### config.mk
export PLATFORM = sky130hd
export DESIGN_NAME = crosswalk_controller
export DESIGN_NICKNAME = d
export VERILOG_FILES = /design/src/rtl/crosswalk_controller_pkg.sv /design/src/rtl/crosswalk_controller_button_sync.sv /design/src/rtl/crosswalk_controller.sv
export SDC_FILE = /design/constraint.sdc
export NUM_CORES = 1
export LEC_CHECK = 0
export BUFFER_PORTS_ARGS = -buffer_cell sky130_fd_sc_hd__buf_2
export CORE_MARGIN = 3
export CORE_UTILIZATION = 45
export DETAILED_ROUTE_END_ITERATION = 10
export PLACE_DENSITY = 0.67
export SLEW_MARGIN = 0
export SYNTH_ARGS = -nofsm -noshare
export SYNTH_HDL_FRONTEND = slang
export SYNTH_SLANG_ARGS = --single-unit
### constraint.sdc
create_clock -name clk -period 2.85 [get_ports clk]
set_clock_uncertainty 0.15 [all_clocks]
set_input_delay 0.285 -clock clk [delete_from_list [all_inputs] [get_ports clk]]
set_output_delay 0.285 -clock clk [all_outputs]
set_load 0.01 [all_outputs]
### src/rtl/crosswalk_controller_pkg.sv
// Shared encodings for the crosswalk controller and the downstream display/light blocks.
// Phase state codes, the countdown-digit threshold and the lamp decode used by the top.
package crosswalk_controller_pkg;

  localparam logic [2:0] ST_GREEN    = 3'd0;
  localparam logic [2:0] ST_YELLOW   = 3'd1;
  localparam logic [2:0] ST_RED_PRE  = 3'd2;
  localparam logic [2:0] ST_WALK     = 3'd3;
  localparam logic [2:0] ST_RED_POST = 3'd4;

  // The pedestrian display shows countdown digits only once master_timer drops to this value.
  localparam logic [6:0] COUNTDOWN_SHOW = 7'd30;

  typedef struct packed {
    logic green;
    logic yellow;
    logic red;
    logic ped;
  } lamps_t;

  function automatic lamps_t lamp_decode(input logic [2:0] st);
    lamps_t l;
    l = '{green: 1'b0, yellow: 1'b0, red: 1'b1, ped: 1'b0};
    case (st)
      ST_GREEN:  l = '{green: 1'b1, yellow: 1'b0, red: 1'b0, ped: 1'b0};
      ST_YELLOW: l = '{green: 1'b0, yellow: 1'b1, red: 1'b0, ped: 1'b0};
      ST_WALK:   l = '{green: 1'b0, yellow: 1'b0, red: 1'b1, ped: 1'b1};
      default:   l = '{green: 1'b0, yellow: 1'b0, red: 1'b1, ped: 1'b0};
    endcase
    return l;
  endfunction

endpackage

### src/rtl/crosswalk_controller_button_sync.sv
// Two-flop synchroniser for a raw asynchronous input followed by a one-clk rising-edge pulse.
// Reusable for any push-button style input.
module button_sync_edge (
  input  logic clk,
  input  logic rst_n,
  input  logic async_in,
  output logic rise
);

  logic sync_1;
  logic sync_2;
  logic sync_prev;

  always_ff @(posedge clk or negedge rst_n) begin
    if (!rst_n) begin
      sync_1    <= 1'b0;
      sync_2    <= 1'b0;
      sync_prev <= 1'b0;
    end else begin
      sync_1    <= async_in;
      sync_2    <= sync_1;
      sync_prev <= sync_2;
    end
  end

  assign rise = sync_2 & ~sync_prev;

endmodule

### src/rtl/crosswalk_controller.sv
// Signalised crosswalk sequencer: vehicle green/yellow/red, pedestrian walk phase,
// latched push-button request and a per-phase seconds countdown advanced by tick_1hz.
module crosswalk_controller
  import crosswalk_controller_pkg::*;
#(
  parameter int unsigned MIN_GREEN   = 20,
  parameter int unsigned YELLOW_TIME = 4,
  parameter int unsigned CLEAR_TIME  = 2,
  parameter int unsigned WALK_TIME   = 35
) (
  input  logic       clk,
  input  logic       rst_n,
  input  logic       tick_1hz,
  input  logic       ped_button,
  output logic [6:0] master_timer,
  output logic       ped_enable,
  output logic       car_green,
  output logic       car_yellow,
  output logic       car_red,
  output logic       req_pending,
  output logic [2:0] fsm_state
);

  localparam logic [6:0] GREEN_LEN  = 7'(MIN_GREEN);
  localparam logic [6:0] YELLOW_LEN = 7'(YELLOW_TIME);
  localparam logic [6:0] CLEAR_LEN  = 7'(CLEAR_TIME);
  localparam logic [6:0] WALK_LEN   = 7'(WALK_TIME);

  logic [2:0] state_q;
  logic [2:0] next_state;
  logic [6:0] timer_d;
  logic       req_d;
  logic       btn_rise;
  logic       enter_walk;
  lamps_t     lamps_d;

  button_sync_edge u_button_sync (
    .clk      (clk),
    .rst_n    (rst_n),
    .async_in (ped_button),
    .rise     (btn_rise)
  );

  function automatic logic [6:0] phase_len(input logic [2:0] st);
    case (st)
      ST_YELLOW:   return YELLOW_LEN;
      ST_RED_PRE:  return CLEAR_LEN;
      ST_WALK:     return WALK_LEN;
      ST_RED_POST: return CLEAR_LEN;
      default:     return GREEN_LEN;
    endcase
  endfunction

  always_ff @(posedge clk or negedge rst_n) begin
    if (!rst_n) state_q <= ST_GREEN;
    else        state_q <= next_state;
  end

  // Every phase leaves on the tick that sees timer==1; green additionally needs a request,
  // and also leaves from 0 since it parks there when nobody is waiting.
  always_comb begin
    next_state = state_q;
    if (tick_1hz) begin
      case (state_q)
        ST_GREEN:    if (master_timer <= 7'd1 && req_pending) next_state = ST_YELLOW;
        ST_YELLOW:   if (master_timer == 7'd1) next_state = ST_RED_PRE;
        ST_RED_PRE:  if (master_timer == 7'd1) next_state = ST_WALK;
        ST_WALK:     if (master_timer == 7'd1) next_state = ST_RED_POST;
        ST_RED_POST: if (master_timer == 7'd1) next_state = ST_GREEN;
        default:     next_state = ST_GREEN;
      endcase
    end
  end

  always_comb begin
    timer_d = master_timer;
    if (tick_1hz) begin
      if (next_state != state_q)     timer_d = phase_len(next_state);
      else if (master_timer != 7'd0) timer_d = master_timer - 7'd1;
    end
  end

  // Clearing on walk entry takes priority over a button edge landing in the same clk.
  assign enter_walk = (next_state == ST_WALK) && (state_q != ST_WALK);

  always_comb begin
    req_d = req_pending;
    if (enter_walk)                             req_d = 1'b0;
    else if (btn_rise && (state_q != ST_WALK))  req_d = 1'b1;
  end

  always_comb begin
    lamps_d = lamp_decode(next_state);
  end

  always_ff @(posedge clk or negedge rst_n) begin
    if (!rst_n) begin
      master_timer <= GREEN_LEN;
      req_pending  <= 1'b0;
      car_green    <= 1'b1;
      car_yellow   <= 1'b0;
      car_red      <= 1'b0;
      ped_enable   <= 1'b0;
    end else begin
      master_timer <= timer_d;
      req_pending  <= req_d;
      car_green    <= lamps_d.green;
      car_yellow   <= lamps_d.yellow;
      car_red      <= lamps_d.red;
      ped_enable   <= lamps_d.ped;
    end
  end

  assign fsm_state = state_q;

endmodule

* Word level (Yosys, flattened, before mapping)
Index checks and enable logic that the tools add are counted.
** Storage, ports and cells
- Register bits :: 18
- Bits of input ports :: 4
- Output and inout port bits :: 15
- Word-level logic and storage cells :: 48
** Cells by class
- Add/subtract/negate cells :: 1
- Order comparisons :: 1
- Equality and inequality tests :: 11
- Mux-type cells :: 13
- Bitwise operators :: 2
- Reductions and logical operators :: 10
** Operators by type and width (number)
- $mux W3 :: 6
- $pmux W6 S3 :: 1
- $pmux W3 S5 :: 1
- $mux W7 :: 2
- $eq A3 B2 Y1 const B :: 4
- $pmux W4 S3 :: 1
- $eq A7 B1 Y1 const B :: 1
- $le A7 B1 Y1 const B :: 1
- $reduce_bool A7 Y1 :: 1
- $sub A7 B1 Y7 const B :: 1
- $eq A3 B1 Y1 const B :: 2
- $eq A3 B3 Y1 const B :: 2
- $logic_not A3 Y1 :: 2
- $reduce_bool A2 Y1 :: 2
- $logic_and A1 B1 Y1 :: 3
- $ne A3 B2 Y1 const B :: 1
- $ne A3 B3 Y1 :: 1
- $mux W1 :: 2
- $reduce_and A2 Y1 :: 1
- $reduce_or A2 Y1 :: 1
- $and A1 B1 Y1 :: 1
- $not A1 Y1 :: 1

* Longest topological paths before layout
- Word-level depth :: 9
- Gate-level depth with buffers :: 6
- Gate-level depth less buffers :: 6

* Modules after synthesis
Synthesis repeated with hierarchy kept, for this count alone.
** Second synthesis, totals
- Cell total of the unflattened synthesis :: 108
- Area total of the unflattened synthesis :: 1127.3 sq um
** By module, submodules not included
- crosswalk_controller :: times used 1, cells an instance 104, area an instance 1038.5 sq um, sequential area each 379.1 sq um
- button_sync_edge :: times used 1, cells an instance 4, area an instance 88.8 sq um, sequential area each 75.1 sq um

* Worst setup path before layout
No wires, ideal clock.
- Kind :: reg2reg
- Start point :: reg master_timer[1]
- End point :: reg master_timer[0]
- Setup time :: 135 ps
- Arrival :: 1706 ps
- Required time :: 2565 ps
- Slack :: 859 ps
- Stages on the path, launching flop included :: 7
- Buffers on the path :: 0
- Clock period less this slack :: 1991 ps
- Cells stage by stage :: dfrtp_1 > inv_1 > ha_1 > nor3b_1 > a31oi_1 > o21ai_0 > mux2i_1
** On the way
- Word-level cells in the longest chain between the ends :: 9
- Elaborated cells on any way between the ends :: 21
- Classes of those cells :: order compare: 1; eq/ne: 6; mux: 9; reduce/logical: 5
** Ends and longest elaborated chain
- from (decl) :: line crosswalk_controller.sv:15 : output logic [6:0] master_timer,
- from (signal assigned) :: line crosswalk_controller.sv:105 : master_timer <= timer_d;
- $le A7 B1 Y1 :: line crosswalk_controller.sv:65 : ST_GREEN: if (master_timer <= 7'd1 && req_pending) next_state = ST_YELLOW;
- $logic_and A1 B1 Y1 :: line crosswalk_controller.sv:65
- $mux W3 :: line crosswalk_controller.sv:65
- $pmux W3 S5 :: line crosswalk_controller.sv:64 : case (state_q)
- $mux W3 :: line crosswalk_controller.sv:63 : if (tick_1hz) begin
- $eq A3 B3 Y1 or $eq A3 B2 Y1 (tied branches) :: line crosswalk_controller.sv:45 : case (st)
- $reduce_or A2 Y1 (no source line)
- $pmux W6 S3 :: line crosswalk_controller.sv:45
- $mux W7 :: line crosswalk_controller.sv:78 : if (next_state != state_q) timer_d = phase_len(next_state);
Several ways; a longest one is shown, not always the timed one.
A chain may end at the register's enable or synchronous reset.

* Worst setup path in the final report
Same ends and word-level chain as after synthesis.

==> impl_results.md <==
- Slew headroom: between 50% and 60%
- Post-synthesis compound-gate area fraction: approximately a fifth
- Finished Cell Area: about 0.0012 sq mm
- CTS H-Tree Depth: 1
- Combinational Power Share: roughly half
- Post-Place Setup Slack: ~0.43 ns
- Met1 Usage GRT: about a quarter
- Cts repair resizes: 0
- Switching Share: between 40 and 50%
- Max_cap viols: 0
- Worst R2R Path Depth: 6
- Hold-fix buffers at CTS: 2
- Largest stage delay, worst path: around 0.62 ns
- Post-route DRC violation count: 0
- Met2 Use GR: between 20% and 30%
- CTS tree: built
- Core area: between 0.002 and 0.0025 sq mm
- Synthesized area: between 0.001 and 0.0015 sq mm
- CP max stage cell: nor3b_1
- Fmax: between 400 and 500 MHz
- Sw Pwr: a little over 0.0005 W
- Vias per cell: approximately 5.7
- # port buffers: 18
- Critical path class: reg2reg
- Crit-path cells: inv_1 -> ha_1 -> nor3b_1 -> a31oi_1 -> o21ai_0 -> mux2i_1
- Ys flop type: dfrtp_1
- Leak: about 0.55 nW
- Flop pwr share: 40.3%
- Layout area overhead: 13.9%
- Clock period minus worst slack: 2.38 ns
- Hold path endpoint: u_button_sync.sync_2$_DFF_PN0_
- Pre-Repair DR Iteration Count: 4
- Most frequent cells in the layout: buf_2, dfrtp_1, o21ai_0
- Synth warnings: 0
- Seq cells post-synth: 18
- Clock Sink Count: 18
- Hold WS: between 0.2 and 0.25 ns
- Synth Area in XOR/XNOR: under 10%
- Clk Latency, worst-skew pair: 0.29 ns
- Synth area leader: dfrtp_1
- Req. time, crit path: 2.86 ns
- Vias: between 800 and 900
- Initial antenna violation count: 0
- Placed inst area: about 0.0011 sq mm
- CP Launch Type: flop
- Total Routing Usage GR: a little under a fifth
- Delay-heaviest family, CP: simple AND/OR/NAND/NOR gates
- Part of the cycle the worst path needs: between 80% and 90%
- DIE WIDTH: between 50 and 60 um
- Initial core utilization: 50.2%
- Vias in the first global route: about 810
- Post-synth ARST share: 100%
- Total CTS buffers: 3
- Postcts setup bufs: 0
- Die H: 54.2 um
- Synth Area in Adders: between 3 and 4%
- CTS root buffer: clkbuf_4
- Worst r2r src: master_timer[1]$_DFFE_PN0P_
- Worst Min Path Start: u_button_sync.sync_1$_DFF_PN0_
- Mean Syn Cell Area: 9.96 sq um
- R2R Path End: master_timer[0]$_DFFE_PN0P_
- Mapped Cells: 105
- Wire length of the first global-routing pass: about 3800 um
- Pin count of the biggest net entering global routing: 19
- Full die area: 0.00294 sq mm
- Peak fanout along the critical path: 7
- Largest family of logic cells by synthesized area: compound AO/OA/AOI/OAI gates
- Grt peak-use layer: met2
- Crit path DAT: around 2.4 ns
- Routability congestion estimate: roughly 0.9
- Max clock buf depth: 2
- Critical path depth in cells: 6
- Final ANT Viol Nets: 0
- Post-synthesis mux area share: 5.26%
- Total Wirelength: 2220 um
- Hpwl dp: 1590 um
- Grt ovf: 0
- Power density cells: 999 mW/mm^2
- RSZ-0062 raised after global routing: false
- Fraction of the mapped netlist area in simple logic gates: 19.4%
- Routed WL per cell: approximately 15 um
- Hold/Removal Path Class: reg2reg
- Most common cell after layout, fill and taps aside: buf_2
- Final Hold Viols: 0
- Status: completed
- M3 GR Usage: ~5%
- Number of flops mapped to enable cells by yosys: 0
- Post-Route Utilization: 57.2%
- WP buf/inv: 1
- Net count after synthesis: 112
- Cell count of the worst hold path: 0
- Diodes inserted: 0
- Setup slack after layout: 0.469 ns
- Internal Pwr Total: around 0.00067 W
- Final setup violation count: 0
- Max reg flops: 7
- Worst slew pin tran: about 0.73 ns
- Yosys top cell area share: a little over a third
- I/O Pins: 19
- Detailed Route Iter0 Violations: 10
- Reg2Reg Setup Slack: ~0.47 ns
- Largest register by flop count: master_timer
- Post-synth cell types: 45
- VDD IR max: 478 uV
- Largest cells by area after synthesis: dfrtp_1, dfstp_2, o21ai_0
- Nets: 132
- Final setup TNS: 0 ns
- Clk slew on worst S/H paths: roughly 0.10 ns
- Final Max Slew Viols: 0
- Critical path capture point type: flop
- Clock Power Share: approximately 11%
- Row count: 16
- Register area share after synthesis: a little over two fifths
- Fraction of layout instances using a drive strength above 1: around a quarter
-- layer usage --
| layer | wire (um) | part of all wire, % | vias to the layer above |
|---|---|---|---|
| li1 | - | - | 431 |
| met1 | 1100 | 50 | 402 |
| met2 | 981 | 44 | 23 |
| met3 | 119 | 5.4 | 2 |
| met4 | 18 | 0.81 | 0 |
| met5 | 0 | 0 | - |
-- worst max path at each step --
| stage | start | to | slack, ns |
|---|---|---|---|
| finish | master_timer[1]$_DFFE_PN0P_ | master_timer[0]$_DFFE_PN0P_ | 0.47 |
| global route | master_timer[1]$_DFFE_PN0P_ | master_timer[0]$_DFFE_PN0P_ | 0.11 |
| CTS | master_timer[1]$_DFFE_PN0P_ | master_timer[0]$_DFFE_PN0P_ | 0.45 |
| detailed placement | master_timer[1]$_DFFE_PN0P_ | master_timer[0]$_DFFE_PN0P_ | 0.43 |
| global placement | master_timer[1]$_DFFE_PN0P_ | master_timer[0]$_DFFE_PN0P_ | 0.68 |
| floorplan | master_timer[1]$_DFFE_PN0P_ | master_timer[0]$_DFFE_PN0P_ | 0.86 |
-- synthesized netlist by cell type (3+ instances only) --
cell type and number:
nand2_1 3, nor3_1 4, nor2_1 4, mux2i_1 4, o21ai_0 11, clkbuf_1 3, inv_1 6, ha_1 3
nand3_1 3, dfstp_2 3, dfrtp_1 15, a31oi_1 4
-- power by group through the flow --
stage	Sequential (W)	Clock [W]	Combinational, W
after floorplan	0.000483	0	0.000402
after global placement	0.000484	0	0.000568
after detailed placement	0.000484	0	0.000580
after CTS	0.000479	0.000139	0.000585
after global routing	0.000502	0.000151	0.000659
final	0.000480	0.000130	0.000581
-- kinds of logic after synthesis --
| group | after synthesis |
|---|---|
| adder cells (fa/ha/maj) | 3 |
| flip-flops | 18 |
| AO/OA/AOI/OAI | 31 |
| XOR/XNOR | 3 |
| multiplexers | 5 |
| AND/OR/NAND/NOR | 33 |
| buffers and inverters | 12 |
-- layout make-up --
cell class                      instances  area [sq um]
Clock buffer                            4          26.3
Tap cell                               27          33.8
Inverter                                6          22.5
Fill cell                             210           891
Sequential cell                        18           454
Multi-Input combinational cell         75           537
Timing Repair Buffer                   21           118
-- per-stage QoR --
step / cells / total power [W]
3_5_place_dp: 145 / 0.00106
4_1_cts: 151 / 0.00120
6_report: 151 / 0.00119
2_1_floorplan: 105 / 0.000885
5_1_grt: 151 / 0.00131
3_3_place_gp: 145 / 0.00105
No activity file was read; power rests on OpenSTA's default activity.
